**src/rtl/binary_to_bcd_seq.sv**
```systemverilog
// binary_to_bcd_seq
//
// Sequential two's-complement to sign + BCD converter. One double-dabble
// shift per clock, start/busy/done handshake, result held until the next
// conversion completes. Feeds the seven-segment decoders, so it uses their
// digit codes: 4'hA marks overflow and 4'hB marks a blank digit.
//
// Parameters:
//   DATA_WIDTH  width of the two's-complement input word (>= 2)
//   DIGITS      number of BCD digits produced (1..10)
//
// Ports:
//   clock         rising-edge clock
//   reset         asynchronous, active-high reset
//   start         conversion request, only looked at in IDLE
//   outputEnable  0 forces blank codes on BCD and clears SIGNAL/OVERFLOW
//   DATA          two's-complement value, captured on the accepted start edge
//   busy          high while checking range and shifting
//   done          one-cycle pulse when a new result becomes valid
//   OVERFLOW      held result's magnitude exceeded 10^DIGITS-1
//   SIGNAL        held result is negative
//   BCD           result digits, most significant digit in the top nibble
//
// Build option:
//   BINARY_TO_BCD_LEADING_ZERO_BLANK_EN  when defined, leading zero digits of
//   a normal conversion are stored as blank (4'hB); the least significant
//   digit is never blanked.
//
// States:
//   S_IDLE  | waiting for start; result held
//   S_CHECK | range check of the captured magnitude
//   S_SHIFT | one double-dabble step per clock, MSB first
//   S_DONE  | one-cycle done pulse, back to idle

module binary_to_bcd_seq #(
    parameter int DATA_WIDTH = 32,
    parameter int DIGITS     = 4
) (
    input  logic                    clock,
    input  logic                    reset,
    input  logic                    start,
    input  logic                    outputEnable,
    input  logic [DATA_WIDTH-1:0]   DATA,
    output logic                    busy,
    output logic                    done,
    output logic                    OVERFLOW,
    output logic                    SIGNAL,
    output logic [4*DIGITS-1:0]     BCD
);

    // 10^DIGITS needs 34 bits for ten digits, so it is built in 64 bits.
    function automatic logic [63:0] pow10(input int n);
        logic [63:0] p;
        p = 64'd1;
        for (int i = 0; i < n; i++) begin
            p = p * 64'd10;
        end
        return p;
    endfunction

    localparam logic [63:0] MAXVALUE = pow10(DIGITS) - 64'd1;
    localparam int          CMP_W    = (DATA_WIDTH > 64) ? DATA_WIDTH : 64;
    localparam int          BCD_W    = 4 * DIGITS;
    localparam int          CNT_W    = $clog2(DATA_WIDTH);
    localparam logic [CNT_W-1:0] CNT_INIT = CNT_W'(DATA_WIDTH - 1);

    typedef enum logic [1:0] {
        S_IDLE,
        S_CHECK,
        S_SHIFT,
        S_DONE
    } state_t;

    state_t state;
    state_t state_next;

    logic [DATA_WIDTH-1:0] abs_reg;
    logic                  sign_reg;
    logic [BCD_W-1:0]      work;
    logic [CNT_W-1:0]      count;

    logic [BCD_W-1:0]      res_bcd;
    logic                  res_sign;
    logic                  res_ovf;

    logic capture;
    logic load_ovf;
    logic init_shift;
    logic shift_en;
    logic load_res;

    logic                  over_range;
    logic [DATA_WIDTH-1:0] data_neg;
    logic [BCD_W-1:0]      next_work;
    logic [DATA_WIDTH-1:0] next_abs;
    logic [BCD_W-1:0]      final_digits;

    // Magnitude of the most negative input wraps to 2^(DATA_WIDTH-1), which
    // is the intended unsigned reading.
    assign data_neg   = (~DATA) + {{(DATA_WIDTH-1){1'b0}}, 1'b1};
    assign over_range = CMP_W'(abs_reg) > CMP_W'(MAXVALUE);
    assign next_abs   = {abs_reg[DATA_WIDTH-2:0], 1'b0};

    // Add-3-then-shift, expressed per digit. A digit >= 5 after +3 always
    // has bit 3 set (digits stay 0..9), so the bit shifted into the next
    // digit is simply (digit >= 5), and the low three bits of the adjusted
    // digit equal a 3-bit wrap-around add.
    always_comb begin
        next_work = '0;
        if (work[3:0] >= 4'd5) begin
            next_work[3:1] = work[2:0] + 3'd3;
        end else begin
            next_work[3:1] = work[2:0];
        end
        next_work[0] = abs_reg[DATA_WIDTH-1];
        for (int i = 1; i < DIGITS; i++) begin
            if (work[4*i +: 4] >= 4'd5) begin
                next_work[4*i+1 +: 3] = work[4*i +: 3] + 3'd3;
            end else begin
                next_work[4*i+1 +: 3] = work[4*i +: 3];
            end
            next_work[4*i] = (work[4*(i-1) +: 4] >= 4'd5);
        end
    end

`ifdef BINARY_TO_BCD_LEADING_ZERO_BLANK_EN
    // Blank zeros from the MSD down to the first nonzero digit; digit 0 is
    // left alone so a zero result still shows a single 0.
    always_comb begin
        logic leading;
        final_digits = next_work;
        leading      = 1'b1;
        for (int i = DIGITS - 1; i >= 1; i--) begin
            if (leading && (next_work[4*i +: 4] == 4'h0)) begin
                final_digits[4*i +: 4] = 4'hB;
            end else begin
                leading = 1'b0;
            end
        end
    end
`else
    assign final_digits = next_work;
`endif

    always_ff @(posedge clock or posedge reset) begin
        if (reset) begin
            state <= S_IDLE;
        end else begin
            state <= state_next;
        end
    end

    always_comb begin
        state_next = state;
        busy       = 1'b0;
        done       = 1'b0;
        capture    = 1'b0;
        load_ovf   = 1'b0;
        init_shift = 1'b0;
        shift_en   = 1'b0;
        load_res   = 1'b0;
        case (state)
            S_IDLE: begin
                if (start) begin
                    capture    = 1'b1;
                    state_next = S_CHECK;
                end
            end
            S_CHECK: begin
                busy = 1'b1;
                if (over_range) begin
                    load_ovf   = 1'b1;
                    state_next = S_DONE;
                end else begin
                    init_shift = 1'b1;
                    state_next = S_SHIFT;
                end
            end
            S_SHIFT: begin
                busy     = 1'b1;
                shift_en = 1'b1;
                if (count == '0) begin
                    load_res   = 1'b1;
                    state_next = S_DONE;
                end
            end
            S_DONE: begin
                done       = 1'b1;
                state_next = S_IDLE;
            end
            default: begin
                state_next = S_IDLE;
            end
        endcase
    end

    always_ff @(posedge clock or posedge reset) begin
        if (reset) begin
            abs_reg  <= '0;
            sign_reg <= 1'b0;
            work     <= '0;
            count    <= '0;
            res_bcd  <= '0;
            res_sign <= 1'b0;
            res_ovf  <= 1'b0;
        end else begin
            if (capture) begin
                abs_reg  <= DATA[DATA_WIDTH-1] ? data_neg : DATA;
                sign_reg <= DATA[DATA_WIDTH-1];
            end
            if (load_ovf) begin
                res_bcd  <= {DIGITS{4'hA}};
                res_ovf  <= 1'b1;
                res_sign <= sign_reg;
            end
            if (init_shift) begin
                work  <= '0;
                count <= CNT_INIT;
            end
            if (shift_en) begin
                work    <= next_work;
                abs_reg <= next_abs;
                count   <= count - CNT_W'(1);
            end
            if (load_res) begin
                res_bcd  <= final_digits;
                res_ovf  <= 1'b0;
                res_sign <= sign_reg;
            end
        end
    end

    // Display gating only; handshake outputs are never gated.
    assign BCD      = outputEnable ? res_bcd : {DIGITS{4'hB}};
    assign SIGNAL   = outputEnable & res_sign;
    assign OVERFLOW = outputEnable & res_ovf;

endmodule

```
**config.mk**
```make
export PLATFORM = sky130hd
export DESIGN_NAME = binary_to_bcd_seq
export DESIGN_NICKNAME = d
export VERILOG_FILES = /design/src/rtl/binary_to_bcd_seq.sv
export SDC_FILE = /design/constraint.sdc
export NUM_CORES = 1
export LEC_CHECK = 0
export BUFFER_PORTS_ARGS = -buffer_cell sky130_fd_sc_hd__buf_2
export CORE_MARGIN = 2
export CORE_UTILIZATION = 30
export CTS_CLUSTER_SIZE = 28
export DETAILED_ROUTE_END_ITERATION = 10
export GPL_TIMING_DRIVEN = 0
export SYNTH_ARGS = -nofsm -noshare
export SYNTH_HDL_FRONTEND = slang
export SYNTH_SLANG_ARGS = --single-unit
```
**constraint.sdc**
```tcl
create_clock -name clock -period 6.3 [get_ports clock]
set_input_delay 0.315 -clock clock [delete_from_list [all_inputs] [get_ports clock]]
set_output_delay 0.315 -clock clock [all_outputs]
set_load 0.05 [all_outputs]
```
==> key figures <==
Finish
  – Post-Layout Cell Count: between 700 and 800
  – Max reg flops: 32
  – Total number of nets in the final design: about 620
  – Layout area overhead: 18.8%
  – Count of fill cells added during filler insertion: 1514
  – Share of post-route cells with drive strength above 1: 0.172
  – Antenna diode count: 0

Power and ir drop
  – Final total power: approximately 2.2 mW
  – Leak Pwr: 2.26 nW
  – Net switching share of the total power: 0.410
  – Int Pwr: approximately 1.3 mW
  – Proportion of power drawn by the clock network: 0.236
  – Switching pwr: 888 uW
  – Relative contribution of combinational cells to total power: 0.404
  – PD cells: between 400 and 500 nW/um^2
  – Seq pwr share: 0.360
  – Maximum ir drop on the vdd rail: about 0.00015 V

GRT
  – Initial antenna violation count: 0
  – Gr ovfl total: 0
  – Global router's overall resource usage: 0.148
  – Pin count of the biggest net entering global routing: slightly below 50
  – Vias in the first global route: 3812
  – Global-route wire length before repair: between 15 and 20 mm

Yosys
  – Synthesis Warnings: 0
  – Primary flip-flop cell chosen by synthesis mapping: sky130_fd_sc_hd__dfrtp_1
  – Syn Area/Cell: 9.02 um^2
  – Cell types with the largest area share after synthesis: sky130_fd_sc_hd__dfrtp_1, sky130_fd_sc_hd__nand2_1, sky130_fd_sc_hd__xor2_1, sky130_fd_sc_hd__ha_1, sky130_fd_sc_hd__a21oi_1
  – Sequential element share of the synthesized area: 0.414
  – Post-synthesis sequential element count: 74
  – Cell type with the highest aggregate area in the netlist: sky130_fd_sc_hd__dfrtp_1
  – Yosys top cell area share: 0.414
  – Post-Syn Instances: 496
  – Fraction of registers with async set or reset after synthesis: 1.00
  – Number of flops mapped to enable cells by yosys: 0
  – Number of nets produced by synthesis: 548
  – Count of different cell masters after synthesis: between 50 and 60
  – Cell area after synthesis: about 4500 um^2

Floorplanning
  – Height of the die: roughly 130 um
  – Initial Util: 0.308
  – I/O pin count: 56
  – Horiz. Die Dim: between 100 and 150 um
  – Core Rows: 44
  – Die area: 15900 um^2
  – Area of the core region: ~15000 um^2

Setup path
  – Kind of end point of the critical path: flip-flop
  – Critical-path maximum fanout: 10
  – Critical path data required time: 6.48 ns
  – Worst setup path class: flip-flop to flip-flop
  – Length in cells of the worst reg-to-reg path: 8
  – Critical path data arrival time: 2.65 ns
  – Critical path startpoint category: flip-flop

Clock tree
  – Buffers inserted during post-CTS setup optimization: 0
  – Maximum level of the CTS H-tree: 3
  – Master cell of the clock root buffer: sky130_fd_sc_hd__clkbuf_16
  – Clock tree from TritonCTS: built
  – # clock sinks: 74
  – Worst-Skew Late Latency: approximately 0.34 ns
  – TritonCTS Buffers: 9
  – Maximum root-to-sink buffer count: 2
  – CTS clock-pin slew for the worst setup and hold paths: 0.06 ns

Timing
  – Unrepaired setup endpoints after global routing: false
  – Final slew viol count: 0
  – Worst-case hold slack: 0.253 ns
  – Largest clock skew in the final design: 0.00725 ns
  – Peak Freq: just over 0.4 GHz
  – Number of hold violations in the final report: 0
  – Setup violators final: 0
  – Worst-Margin Slew: between 0.7 and 0.8 ns
  – Post-route clock period utilization: 0.392
  – Max-slew headroom: 0.507
  – Accumulated negative setup slack: 0 ns
  – Final period demand of the worst path: ~2.5 ns

Placement
  – Number of instances in the placed design: 736
  – Hpwl dp: 8.55 mm
  – Weighted congestion reported at the end of routability-driven placement: between 0.8 and 0.9
  – IO Port Bufs: 55

Run
  – Maximum Capacitance Violations: 0

Worst hold path
  – Worst hold path cell count: 3
  – Worst min-delay path category: input port to flip-flop

Routing
  – Detailed Route WL: about 11 mm
  – Violation count after the first detailed-routing iteration: between 200 and 250
  – Total number of vias: about 3800
  – Antenna-violating nets left: 0
  – First drt pass iteration count: 4
  – Via count normalized by instance count: between 4 and 5
  – Routed length per instance: 15.0 um
  – DRC violation count after routing: 0

Status
  – Status: complete, no violations
placed cells by master (no fill, tap or decap), types with 7 or more instances in the layout:
cell type,count
sky130_fd_sc_hd__nor2_1,26
sky130_fd_sc_hd__a21oi_1,33
sky130_fd_sc_hd__nand2_1,92
sky130_fd_sc_hd__xnor2_1,7
sky130_fd_sc_hd__o22ai_1,8
sky130_fd_sc_hd__dfrtp_1,74
sky130_fd_sc_hd__o21ai_0,16
sky130_fd_sc_hd__clkbuf_16,9
sky130_fd_sc_hd__buf_2,55
sky130_fd_sc_hd__nand2b_1,20
sky130_fd_sc_hd__inv_1,18
sky130_fd_sc_hd__mux2i_1,13
sky130_fd_sc_hd__o21ai_1,24
sky130_fd_sc_hd__ha_1,16
sky130_fd_sc_hd__o221ai_1,17
sky130_fd_sc_hd__and2_1,7
sky130_fd_sc_hd__xor2_1,26
sky130_fd_sc_hd__clkbuf_1,26
worst max-delay path: stages (launching register included):
cell and delay (ns):
sky130_fd_sc_hd__dfrtp_1 0.39, sky130_fd_sc_hd__inv_1 0.11, sky130_fd_sc_hd__ha_1 0.25, sky130_fd_sc_hd__and2_1 0.14
sky130_fd_sc_hd__clkbuf_1 0.23, sky130_fd_sc_hd__nand2b_1 0.16, sky130_fd_sc_hd__clkbuf_1 0.41, sky130_fd_sc_hd__clkbuf_1 0.44
sky130_fd_sc_hd__o221ai_1 0.18
logic make-up after synthesis:
kind of cell               share of synthesized area
AOI/OAI and AO/OA                              0.180
xor gates and xnor gates                      0.0646
adders and majority gates                     0.0447
buffers and inverters                         0.0419
DFF                                            0.414
muxes                                         0.0366
and+or+nand+nor                                0.218
cells in the mapped netlist (all sizes together) (2+ instances only):
master,instances
o22ai,8
or2,3
nor4b,2
nand2,94
xor2,26
ha,16
or3,4
nor3b,6
o41ai,5
o31ai,11
nor2,29
dfrtp,74
buf,4
a21oi,33
xnor2,7
a31oi,2
nor4,6
nand3,5
nand2b,20
and2,7
nor2b,3
nor3,3
mux2i,13
inv,19
or4,3
o221ai,17
o21ai,40
mux2,3
clkbuf,25
area by class of cell:
type / instances / area [um^2] / share of cell area
timing repair buffer: 57 / 313 / 0.0588
clock inverter: 6 / 67.6 / 0.0127
sequential: 74 / 1850 / 0.348
buffer: 29 / 116 / 0.0219
multi-input combinational: 374 / 2430 / 0.458
inverter: 19 / 73.8 / 0.0139
tap: 184 / 230 / 0.0433
clock buffer: 10 / 229 / 0.0431
what timing repair did:
item / 4_1_cts / 5_1_grt
hold buffers: 1 / 0
hold endpoints to repair: 26 / 0
setup endpoints to repair: 0 / 0
resized for setup: 0 / 0
worst paths after layout:
path	endpoint	startpoint	slack, ns
hold reg to reg	count[4]$_DFFE_PP0P_	count[4]$_DFFE_PP0P_	0.49
hold / removal	abs_reg[0]$_DFFE_PP0P_	DATA[0]	0.25
setup reg to reg	abs_reg[21]$_DFFE_PP0P_	state[0]$_DFFE_PP0P_	3.83
min in group asynchronous	work[3]$_DFFE_PP0P_	reset	0.51
setup / recovery	abs_reg[21]$_DFFE_PP0P_	state[0]$_DFFE_PP0P_	3.83
max in group asynchronous	abs_reg[23]$_DFFE_PP0P_	reset	5.22
per-layer routing:
metal  global-route usage  wire (um)  up-vias
met5                    0          0        -
met1                0.198       5350     1796
met4               0.0427        170        0
met3               0.0268        494       18
met2                0.247       5300       78
li1                     -          -     1860
through the flow:
stage	util	setup slack (ns)	instance area, um^2
6_report	0.366	3.83	5320
5_1_grt	0.366	3.65	5320
4_1_cts	0.366	3.81	5320
3_5_place_dp	0.345	3.83	5010
3_3_place_gp	0.343	3.16	4980
2_1_floorplan	-	4.10	4470
power by group through the flow:
stage	Combinational (mW)	Clock, mW	Sequential (mW)
finish	0.874	0.511	0.779
floorplan	0.663	0	0.743
global placement	0.845	0	0.775
detailed placement	0.880	0	0.782
CTS	0.883	0.519	0.777
global route	0.990	0.545	0.804
Power figures use the tool's default switching activity.
